==> src/rtl/instr_fetch_unit.sv <==
// Instruction fetch stage.
// Owns the fetch PC and issues word reads to instruction memory over a req/gnt/rvalid
// handshake. Returned words are buffered in an in-order queue whose head goes to decode.
// A redirect flushes the queue and marks every in-flight response as stale.
//
// Ports:
//   clk, rst_n                  clock, asynchronous active-low reset
//   ImemReq/ImemAddr            read request valid / word address (always word aligned)
//   ImemGnt                     memory accepts the request this cycle
//   ImemRValid/ImemRData        in-order read response
//   Redirect/RedirectPC         taken branch/jump pulse and its target
//   InstrValid/InstrReady       queue head handshake with decode
//   Instr/InstrPC/InstrPCPlus4  head instruction word, its PC and PC+4
module instr_fetch_unit #(
  parameter logic [31:0] RESET_PC = 32'h0000_0000,
  parameter int unsigned DEPTH    = 4
) (
  input  logic        clk,
  input  logic        rst_n,
  output logic        ImemReq,
  output logic [31:0] ImemAddr,
  input  logic        ImemGnt,
  input  logic        ImemRValid,
  input  logic [31:0] ImemRData,
  input  logic        Redirect,
  input  logic [31:0] RedirectPC,
  output logic        InstrValid,
  input  logic        InstrReady,
  output logic [31:0] Instr,
  output logic [31:0] InstrPC,
  output logic [31:0] InstrPCPlus4
);

  localparam int unsigned CW = $clog2(DEPTH + 1);
  localparam int unsigned PW = (DEPTH > 1) ? $clog2(DEPTH) : 1;
  localparam logic [CW:0]   DEPTH_W  = (CW + 1)'(DEPTH);
  localparam logic [PW-1:0] LAST_PTR = PW'(DEPTH - 1);
  localparam logic [31:0]   NOP      = 32'h0000_0013;
  localparam logic [31:0]   RST_PC_A = {RESET_PC[31:2], 2'b00};

  logic [31:0]   fetch_pc_q, fetch_pc_d;
  logic [31:0]   resp_pc_q, resp_pc_d;
  logic [CW-1:0] outstanding_q, outstanding_d;
  logic [CW-1:0] discard_q, discard_d;
  logic [CW-1:0] count_q, count_d;
  logic [PW-1:0] rd_ptr_q, rd_ptr_d;
  logic [PW-1:0] wr_ptr_q, wr_ptr_d;

  logic [31:0] instr_mem [DEPTH];
  logic [31:0] pc_mem    [DEPTH];

  logic [31:0] redirect_pc;
  logic [CW:0] credit_used;
  logic        grant;
  logic        resp;
  logic        keep;
  logic        pop;

  // Low address bits of a redirect target carry no meaning for word fetch.
  logic unused_redirect_lsb;
  assign unused_redirect_lsb = ^RedirectPC[1:0];

  function automatic logic [PW-1:0] ptr_inc(input logic [PW-1:0] p);
    return (p == LAST_PTR) ? '0 : p + 1'b1;
  endfunction

  assign redirect_pc = {RedirectPC[31:2], 2'b00};

  // Credit check only looks at registered state, so ImemReq never depends on
  // InstrReady or ImemRValid in the same cycle.
  assign credit_used = {1'b0, outstanding_q} + {1'b0, count_q};
  assign ImemReq     = rst_n & ~Redirect & (credit_used < DEPTH_W);
  assign ImemAddr    = fetch_pc_q;

  assign grant = ImemReq & ImemGnt;
  // A response with nothing outstanding is a protocol error and is ignored.
  assign resp  = ImemRValid & (outstanding_q != '0);
  assign keep  = resp & (discard_q == '0) & ~Redirect;

  assign InstrValid   = (count_q != '0);
  assign pop          = InstrValid & InstrReady;
  assign Instr        = InstrValid ? instr_mem[rd_ptr_q] : NOP;
  assign InstrPC      = InstrValid ? pc_mem[rd_ptr_q] : resp_pc_q;
  assign InstrPCPlus4 = InstrPC + 32'd4;

  always_comb begin
    fetch_pc_d    = fetch_pc_q;
    resp_pc_d     = resp_pc_q;
    outstanding_d = outstanding_q + CW'(grant) - CW'(resp);
    discard_d     = discard_q;
    count_d       = count_q + CW'(keep) - CW'(pop);
    rd_ptr_d      = rd_ptr_q;
    wr_ptr_d      = wr_ptr_q;

    if (grant) fetch_pc_d = fetch_pc_q + 32'd4;
    if (resp && (discard_q != '0)) discard_d = discard_q - 1'b1;
    if (keep) begin
      resp_pc_d = resp_pc_q + 32'd4;
      wr_ptr_d  = ptr_inc(wr_ptr_q);
    end
    if (pop) rd_ptr_d = ptr_inc(rd_ptr_q);

    if (Redirect) begin
      fetch_pc_d = redirect_pc;
      resp_pc_d  = redirect_pc;
      // Every request still in flight after this cycle belongs to the old path.
      discard_d  = outstanding_q - CW'(resp);
      count_d    = '0;
      rd_ptr_d   = '0;
      wr_ptr_d   = '0;
    end
  end

  always_ff @(posedge clk or negedge rst_n) begin
    if (!rst_n) begin
      fetch_pc_q    <= RST_PC_A;
      resp_pc_q     <= RST_PC_A;
      outstanding_q <= '0;
      discard_q     <= '0;
      count_q       <= '0;
      rd_ptr_q      <= '0;
      wr_ptr_q      <= '0;
    end else begin
      fetch_pc_q    <= fetch_pc_d;
      resp_pc_q     <= resp_pc_d;
      outstanding_q <= outstanding_d;
      discard_q     <= discard_d;
      count_q       <= count_d;
      rd_ptr_q      <= rd_ptr_d;
      wr_ptr_q      <= wr_ptr_d;
    end
  end

  // Queue storage needs no reset: entries are only visible when counted valid.
  always_ff @(posedge clk) begin
    if (keep) begin
      instr_mem[wr_ptr_q] <= ImemRData;
      pc_mem[wr_ptr_q]    <= resp_pc_q;
    end
  end

endmodule

==> config.mk <==
export PLATFORM = sky130hd
export DESIGN_NAME = instr_fetch_unit
export DESIGN_NICKNAME = d
export VERILOG_FILES = /design/src/rtl/instr_fetch_unit.sv
export SDC_FILE = /design/constraint.sdc
export NUM_CORES = 1
export LEC_CHECK = 0
export ABC_AREA = 0
export CORE_ASPECT_RATIO = 0.8
export CORE_MARGIN = 3
export CORE_UTILIZATION = 35
export CTS_BUF_LIST = sky130_fd_sc_hd__clkbuf_4 sky130_fd_sc_hd__clkbuf_8
export DETAILED_ROUTE_END_ITERATION = 12
export GPL_TIMING_DRIVEN = 0
export PLACE_DENSITY = 0.53
export SETUP_SLACK_MARGIN = 0.3
export SLEW_MARGIN = 10
export SYNTH_ARGS = -nofsm -noshare
export SYNTH_HDL_FRONTEND = slang
export SYNTH_SLANG_ARGS = --single-unit
==> constraint.sdc <==
create_clock -name clk -period 6.55 [get_ports clk]
set_input_delay 1.31 -clock clk [delete_from_list [all_inputs] [get_ports clk]]
set_output_delay 1.31 -clock clk [all_outputs]
set_load 0.005 [all_outputs]
==> results by stage, run 1 <==
Global routing:
- The maximum number of pins on one net before global-route repair is 57.
- The via count of the first global-routing pass is 9676.
- The first global-routing pass estimated 58800 um of wire.
- The initial antenna violation count is 1.
- The global-route usage over all layers is 0.175.
- After global routing the overflow that remains totals 0.

Timing:
- The number of pins with negative max-slew slack in the final report came to 0.
- The final count of hold timing violations is 0.
- Setup violations remaining at the end of the flow were counted as 0.
- For this run, the top clock speed supported by timing is 174 MHz.
- Adding up every negative setup slack in the final design gives 0 ps.
- Of the available clock period, the critical path in the final layout requires 0.879.
- For the final database, setup skew stands at 23.7 ps.
- The relative max-transition margin is 0.216.
- Setup repair after global routing left no endpoint under its margin.
- The clock period minus worst slack is 5760 ps.
- The transition time at the pin with the least slew margin is 1160 ps.

Worst setup path:
- Grouping stages by cell kind, the critical path spends the most delay in simple AND/OR/NAND/NOR gates.
- The kind of capture point of the worst setup path is a primary output.
- The highest net fanout along the worst path is 10.
- By instance count, the cell type seen most on the critical path is sky130_fd_sc_hd__nand2_1.
- The critical path goes through nor3_2 > inv_2 > buf_6 > clkbuf_2 > nand2_1 > nand2_1 > ha_1 > inv_1 > nor3_1 > a31o_2 > nor3b_4 > nor3b_2 > xor2_1 > clkdlybuf4s50_1.
- On the worst path, the slowest cell contributes a delay of 520 ps.
- The number of buffers and inverters on the critical path is 5.
- The startpoint-to-endpoint class of the critical path is register to primary output.
- The critical path data required time is 5240 ps.
- The cell with the largest stage delay on the worst path is sky130_fd_sc_hd__clkdlybuf4s50_1.
- The data arrival time of the critical path is 4450 ps.
- The nature of the critical path startpoint is a register.

Power and ir drop:
- The portion of total power attributed to combinational logic is 0.348.
- Across the VDD grid, the largest voltage drop is 0.215 mV.
- Of the total power, the share spent switching nets is 0.309.
- In this run the power spent charging and discharging nets is 1.99 mW.
- The total internal power is 4.45 mW.
- The share of total power in the clock network is 0.269.
- Dividing total power by cell area gives a power density of 351 nW/um^2.
- The relative contribution of sequential cells to total power is 0.383.
- Summed over all cells, the static leakage comes to 6.49 nW.

Placed design:
- The cell area after placement is 17300 sq um.
- Detailed placement finished with a half-perimeter wire length of 27300 um.
- The final weighted congestion of routability-driven global placement is 0.872.
- Input and output buffers added on the ports amount to 190.

Floorplanning:
- The placeable core region is 40900 sq um.
- In this run the core area contains 66 standard-cell rows.
- The die is 189 um tall.
- The initial utilization of the core area, before any placement, comes to 0.357.
- The die area is 44200 sq um.
- 200 I/O pins were placed.
- The floorplan step set the die width to 234 um.

Route:
- In this run the remaining antenna-violating nets after routing total 0.
- Using the TritonRoute via totals, the vias-per-cell ratio works out to 5.09.
- The detailed router finished its first iteration with 683 violations.
- The total length of routed wires is 38700 um.
- The wire length per cell after detailed routing is 20.9 um.
- Before antenna repair, the detailed router went through 5 iterations.
- The number of vias in the routed layout is 9422.
- For this run, design rule violations remaining after detail routing come to 0.

Logic synthesis:
- Summed over all instances, the cell type with the most area after synthesis is sky130_fd_sc_hd__edfxtp_1.
- In this run the mean area of a mapped cell was 14.5 sq um.
- Of the total synthesized cell area, the portion taken by XOR and XNOR cells is 0.0432.
- The post-synthesis sequential element count is 321.
- The most common cell in the synthesized netlist is sky130_fd_sc_hd__edfxtp_1.
- The number of distinct library cells after synthesis is 58.
- After technology mapping, the gate count stands at 1009.
- In this run, synthesis inferred 248 flip-flops with an integrated enable.
- The portion of synthesized cell area occupied by the leading cell type is 0.510.
- The largest family of logic cells by synthesized area is simple AND/OR/NAND/NOR gates.
- Yosys attributes the largest share of cell area to sky130_fd_sc_hd__edfxtp_1 51%, sky130_fd_sc_hd__dfrtp_1 13%, sky130_fd_sc_hd__mux4_2 6.9%, sky130_fd_sc_hd__nand2_1 3.6%, sky130_fd_sc_hd__mux4_1 3.1%.
- For this run, the register share of the synthesized area comes to 0.635.
- The combined area of all synthesized cells is 14600 sq um.
- The portion of synthesized area spent on multiplexers is 0.114.
- The number of synthesis warnings is 0.
- Of all flip-flops after synthesis, the portion carrying an async set or reset was 0.227.
- The simple-gate share of the synthesized area is 0.119.
- The share of synthesized cell area in full adder, half adder and majority cells is 0.0182.
- The compound-cell area share of the yosys netlist is 0.0424.
- Counting instances in the post-synthesis netlist gives the leading cell types as 248 x sky130_fd_sc_hd__edfxtp_1, 140 x sky130_fd_sc_hd__nand2_1, 73 x sky130_fd_sc_hd__dfrtp_1.
- Among all flip-flop cells after synthesis, the most frequent one is sky130_fd_sc_hd__edfxtp_1.

CTS:
- The total number of clock tree sinks is 321.
- The depth of the CTS H-tree is 2.
- Clock-pin slew was measured on the worst setup and hold paths at 60 ps.
- The clock passes through at most 3 buffers.
- The TritonCTS clock tree is built.
- Clock latency on the worst-skew pair, taken at its later pin, is 600 ps.
- In this run, CTS created clock tree buffers numbering 55.
- The tree is rooted in a sky130_fd_sc_hd__clkbuf_8.
- In this run, post-CTS hold repair placed 0 buffers.

Cells and area:
- The number of fill cells in the layout is 3778.
- The number of diodes is 0.
- The fraction of final layout cells with drive strength greater than 1 is 0.153.
- Compared with the post-synthesis result, the final layout area differs by 25.9%.
- At the end of the flow, the number of nets in the layout was 1355.
- Summing all multi-input logic gate instances after layout gives 4950 sq um.
- Registers take 9270 sq um.
- The finished cells cover 18400 sq um.

Status:
- The run finished with clean final reports.

Flow run:
- The tool flagged a number of max-cap violations equal to 0.

Worst hold path:
- The min-delay analysis places its worst path in the category register to register.
[stage by stage]
stage	std cells	util	hold WS (ps)	setup slack, ps	power, mW
2_1_floorplan	1014	-	474	2660	3.58
3_3_place_gp	1748	0.421	504	-430	4.77
3_5_place_dp	1753	0.424	504	930	4.78
4_1_cts	1851	0.449	522	500	6.54
5_1_grt	1851	0.449	559	520	6.82
6_report	1851	0.449	524	789	6.44
[worst register-to-register path, delay by kind of cell (launching register included)]
kind / cells / cell delay [ps]
xor+xnor: 2 / 310
fa+ha+maj: 3 / 780
buf+inv: 7 / 1410
flops: 1 / 450
simple gates: 3 / 860
[timing repair]
item / in CTS / in global routing
setup endpoints to repair: 1 / 4
resized for setup: 0 / 2
setup buffers: 0 / 0
gates cloned: 0 / 0
[state kept, by name (all words and copies together), names as in the netlist]
register,cells
pc_mem,120
discard_q,3
ImemAddr,30
wr_ptr_q,2
resp_pc_q,30
outstanding_q,3
instr_mem,128
rd_ptr_q,2
count_q,3
[per-layer routing]
metal,global-route usage,part of all wire
met5,0,0
met4,0.0430,0.016
met3,0.0336,0.068
met2,0.267,0.45
met1,0.260,0.46
[area by class of cell]
cell class,instances,area share
Buffer,48,0.0160
Clock buffer,80,0.0531
Clock inverter,19,0.00436
Inverter,27,0.00552
Multi-Input combinational cell,617,0.270
Sequential cell,321,0.505
Tap cell,544,0.0370
Timing Repair Buffer,195,0.110
[kinds of logic (layout without fill, tap and decap cells)]
logic type | Yosys count | count (layout)
multiplexers | 81 | 81
flip-flops | 321 | 321
adder cells (fa/ha/maj) | 20 | 20
AND/OR/NAND/NOR | 342 | 342
buffers and inverters | 76 | 369
AO/OA/AOI/OAI | 96 | 96
other | 1 | 6
XOR/XNOR | 72 | 72
[final timing paths]
| kind | start | to | slack [ps] | depth (start not counted) |
|---|---|---|---|---|
| max in group asynchronous | rst_n | resp_pc_q[26] | 5350 | 2 |
| min | resp_pc_q[7] | pc_mem[1][7] | 520 | 0 |
| min in group asynchronous | rst_n | resp_pc_q[5] | 590 | 1 |
| max | count_q[1] | InstrPCPlus4[26] | 790 | 14 |
| max reg2reg | count_q[1] | count_q[2] | 2630 | 15 |
| min reg2reg | resp_pc_q[7] | pc_mem[1][7] | 520 | 0 |
[layout by cell type, fill, tap and decap left out, types with 16 or more instances in the layout]
master / instances
sky130_fd_sc_hd__inv_1: 24
sky130_fd_sc_hd__xor2_1: 25
sky130_fd_sc_hd__dfrtp_1: 73
sky130_fd_sc_hd__o21ai_0: 45
sky130_fd_sc_hd__clkbuf_4: 20
sky130_fd_sc_hd__mux4_2: 45
sky130_fd_sc_hd__clkbuf_1: 24
sky130_fd_sc_hd__nand3_1: 42
sky130_fd_sc_hd__a21oi_1: 16
sky130_fd_sc_hd__nand2_1: 140
sky130_fd_sc_hd__edfxtp_1: 248
sky130_fd_sc_hd__clkbuf_8: 60
sky130_fd_sc_hd__ha_1: 18
sky130_fd_sc_hd__nor2_1: 39
sky130_fd_sc_hd__and3_1: 24
sky130_fd_sc_hd__mux4_1: 17
sky130_fd_sc_hd__xnor2_1: 47
sky130_fd_sc_hd__and2_1: 35
sky130_fd_sc_hd__clkdlybuf4s50_1: 189
[power groups by stage]
stage	clock, mW	combinational (mW)	sequential (mW)
global route	1.89	2.44	2.48
detailed placement	0	2.28	2.51
floorplan	0	1.12	2.47
CTS	1.79	2.28	2.47
global placement	0	2.26	2.51
finish	1.73	2.24	2.47
No activity file was read; power rests on OpenSTA's default activity.
==> inputs of run 2 (changes only) <==
- CORE_UTILIZATION: 35 -> 49
- PLACE_DENSITY: 0.53 -> 0.71
==> results by stage, run 2 (synthesized netlist as in run 1, its figures left out) <==
Worst setup path:
- For flop-to-flop paths, the worst setup slack is 2720 ps.
- The startpoint-to-endpoint class of the critical path is register to primary output.
- The capture instance of the worst register-to-register path is count_q[2].
- Traced cell by cell, the critical path runs through nor3_2 > buf_6 > clkbuf_2 > nand2_1 > nand2_1 > ha_1 > inv_1 > nor3_1 > a31o_2 > nor3b_4 > nor3b_2 > xor2_1 > clkdlybuf4s50_1.
- Data on the critical path arrives at its endpoint at 4470 ps.
- The number of buffers and inverters on the critical path is 4.
- The cell family contributing the most delay on the critical path is simple AND/OR/NAND/NOR gates.
- The highest net fanout along the worst path is 10.
- For the worst setup path, the data required time is 5240 ps.
- The number of cells on the worst reg-to-reg path is 15.
- The reg-to-reg startpoint is count_q[1].
- The cell repeated most along the worst path is sky130_fd_sc_hd__nand2_1.
- The kind of capture point of the worst setup path is a primary output.
- The delay of the slowest cell on the worst path is 510 ps.
- The cell with the largest stage delay on the worst path is sky130_fd_sc_hd__clkdlybuf4s50_1.
- The nature of the critical path startpoint is a register.

Placed design:
- The instance count after placement with tap cells included is 1579.
- The half-perimeter wire length after detailed placement is 24700 um.
- Port buffering added 190 buffers.
- The cell area after placement is 17100 sq um.
- The final weighted congestion of routability-driven global placement is 0.920.

Cells and area:
- Relative to the synthesized area, the layout overhead comes to 24.4%.
- The largest registers in the layout are instr_mem x128, pc_mem x120.
- Fill cells in the final layout number 2210.
- The register bank with the most flops is instr_mem.
- In the final design database the tool counted 1352 nets.
- The top cell types in the final layout, fill and taps aside, are 248 x sky130_fd_sc_hd__edfxtp_1, 189 x sky130_fd_sc_hd__clkdlybuf4s50_1, 140 x sky130_fd_sc_hd__nand2_1.
- The register with the most flip-flops in the layout has 128 of them.
- The number of antenna diodes in the final layout is 0.
- The cell area after layout is 18100 sq um.
- Of the cells placed in the final design, the portion with a size suffix greater than 1 is 0.151.
- The final instance count without filler cells is 1673.
- Leaving out fill and tap cells, the most frequent cell in the layout is sky130_fd_sc_hd__edfxtp_1.

Timing:
- The transition time at the pin with the least slew margin is 1060 ps.
- In the finished design, the share of the clock period the worst path needs comes to 0.882.
- The final hold slack is 528 ps.
- Headroom to the max-slew limit came out at 0.286.
- The setup total negative slack is 0 ps.
- The clock tree skew after final layout is 23.8 ps.
- Timing would allow up to 173 MHz.
- The number of pins with negative max-slew slack in the final report is 0.
- The final count of hold timing violations is 0.
- Setup violations remaining at the end of the flow were counted as 0.
- The clock period minus worst slack is 5780 ps.
- Setup repair after global routing left no endpoint under its margin.

Floorplanning:
- The die is 160 um tall.
- The initial utilization of the core area, before any placement, comes to 0.507.
- The total I/O pin count is 200.
- The die area is 31900 sq um.
- The floorplan step defined a core boundary enclosing 28800 sq um.
- The floorplan step set the die width to 199 um.
- The standard-cell row count is 55.

Global routing:
- The via count of the first global-routing pass is 9459.
- The sum of overflow across all layers after global routing is 0.
- The first global-routing pass estimated 54100 um of wire.
- The maximum number of pins on one net before global-route repair is 58.
- In the global route stage, overall resource usage came out at 0.220.
- The initial antenna violation count is 0.

Worst hold path:
- The worst hold path passes through 0 cells.
- The worst hold path startpoint is resp_pc_q[7].
- The hold-critical path endpoint is pc_mem[2][7].
- The min-delay analysis places its worst path in the category register to register.

CTS:
- The longest clock path from root to sink contains 3 buffers.
- Clock latency on the worst-skew pair, taken at its later pin, is 580 ps.
- The TritonCTS clock tree is built.
- The post-cts resize count is 0.
- In this run the number of H-tree levels came out at 2.
- The number of CTS-inserted buffers is 51.
- In this run, post-CTS hold repair placed 0 buffers.
- The total number of clock tree sinks is 321.
- The clock-pin slew on the worst setup and hold paths is 60 ps.
- The buffer count from post-CTS setup fixing is 0.
- The clock tree root buffer cell is sky130_fd_sc_hd__clkbuf_8.

Power and ir drop:
- Power comes to 6.40 mW.
- The share of total power dissipated in combinational logic is 0.346.
- The relative contribution of sequential cells to total power is 0.384.
- Of the total power, the share spent switching nets is 0.302.
- Of the total power, the clock network draws 0.270.
- The power per cell area is 353 nW/um^2.
- IR analysis of the VDD net gives a maximum drop of 0.302 mV.
- The total internal power is 4.47 mW.
- Summed over all cells, the static leakage comes to 6.49 nW.
- The reported net switching power is 1.93 mW.

Route:
- For this block, the routed nets add up to 35200 um of wire.
- In this run the remaining antenna-violating nets after routing total 0.
- The via count normalized by instance count is 5.61.
- After the first detailed-routing iteration, the DRC count stood at 794.
- For this run, design rule violations remaining after detail routing come to 0.
- Before antenna repair, the detailed router went through 5 iterations.
- Dividing the detail-routed wire length by the instance count gives 21.0 um.
- Across all layers, the routed design uses 9387 vias.

Status:
- The flow ran to the end, and the final reports show no timing, DRC or antenna violations.

Flow run:
- The number of max-capacitance violations reported is 0.
-- run 2: per-stage QoR --
stage                util  worst slack (ps)
global route        0.631               370
finish              0.631               774
CTS                 0.631               484
floorplan               -              2660
detailed placement  0.595              1110
global placement    0.590              -375
-- run 2: cell type report --
| cell class | instances | area [sq um] | share of cell area |
|---|---|---|---|
| sequential | 321 | 9270 | 0.511 |
| multi-input combinational | 617 | 4950 | 0.273 |
| timing repair buffer | 195 | 2020 | 0.111 |
| clock buffer | 76 | 915 | 0.0504 |
| tap | 370 | 463 | 0.0255 |
| buffer | 49 | 299 | 0.0165 |
| clock inverter | 18 | 124 | 0.00682 |
| inverter | 27 | 101 | 0.00558 |
-- run 2: worst reg2reg max path, stage by stage (launching register included) --
cell and delay (ps):
sky130_fd_sc_hd__dfrtp_1 440, sky130_fd_sc_hd__nor3_2 480, sky130_fd_sc_hd__inv_2 180, sky130_fd_sc_hd__buf_6 200, sky130_fd_sc_hd__clkbuf_2 260, sky130_fd_sc_hd__clkbuf_1 460, sky130_fd_sc_hd__nand2_1 290, sky130_fd_sc_hd__inv_1 110
sky130_fd_sc_hd__ha_1 280, sky130_fd_sc_hd__inv_1 60, sky130_fd_sc_hd__ha_1 130, sky130_fd_sc_hd__inv_1 50, sky130_fd_sc_hd__fa_1 370, sky130_fd_sc_hd__xor2_1 170, sky130_fd_sc_hd__xnor2_1 140, sky130_fd_sc_hd__nor2_1 60
-- run 2: worst max path at each step --
stage | cells past startpoint | start | end | slack [ps]
final | 13 | count_q[1] | InstrPCPlus4[26] | 770
after global routing | 13 | count_q[1] | InstrPCPlus4[26] | 370
after CTS | 13 | count_q[1] | InstrPCPlus4[26] | 480
after floorplan | 12 | rd_ptr_q[0] | InstrPCPlus4[26] | 2660
after detailed placement | 13 | count_q[1] | InstrPCPlus4[26] | 1110
after global placement | 11 | rst_n | outstanding_q[2] | -380
-- run 2: power groups by stage --
stage	logic [mW]	clock network, mW	registers, mW
after floorplan	1.12	0	2.47
final	2.21	1.73	2.46
after detailed placement	2.23	0	2.50
after global routing	2.41	1.86	2.48
after global placement	2.20	0	2.50
after CTS	2.24	1.77	2.46
-- run 2: per-layer routing --
metal	vias to the layer above	wire length, um	track usage
li1	4288	-	-
met1	4643	15500	0.327
met2	393	16200	0.336
met3	63	2940	0.0480
met4	0	610	0.0504
met5	-	0	0
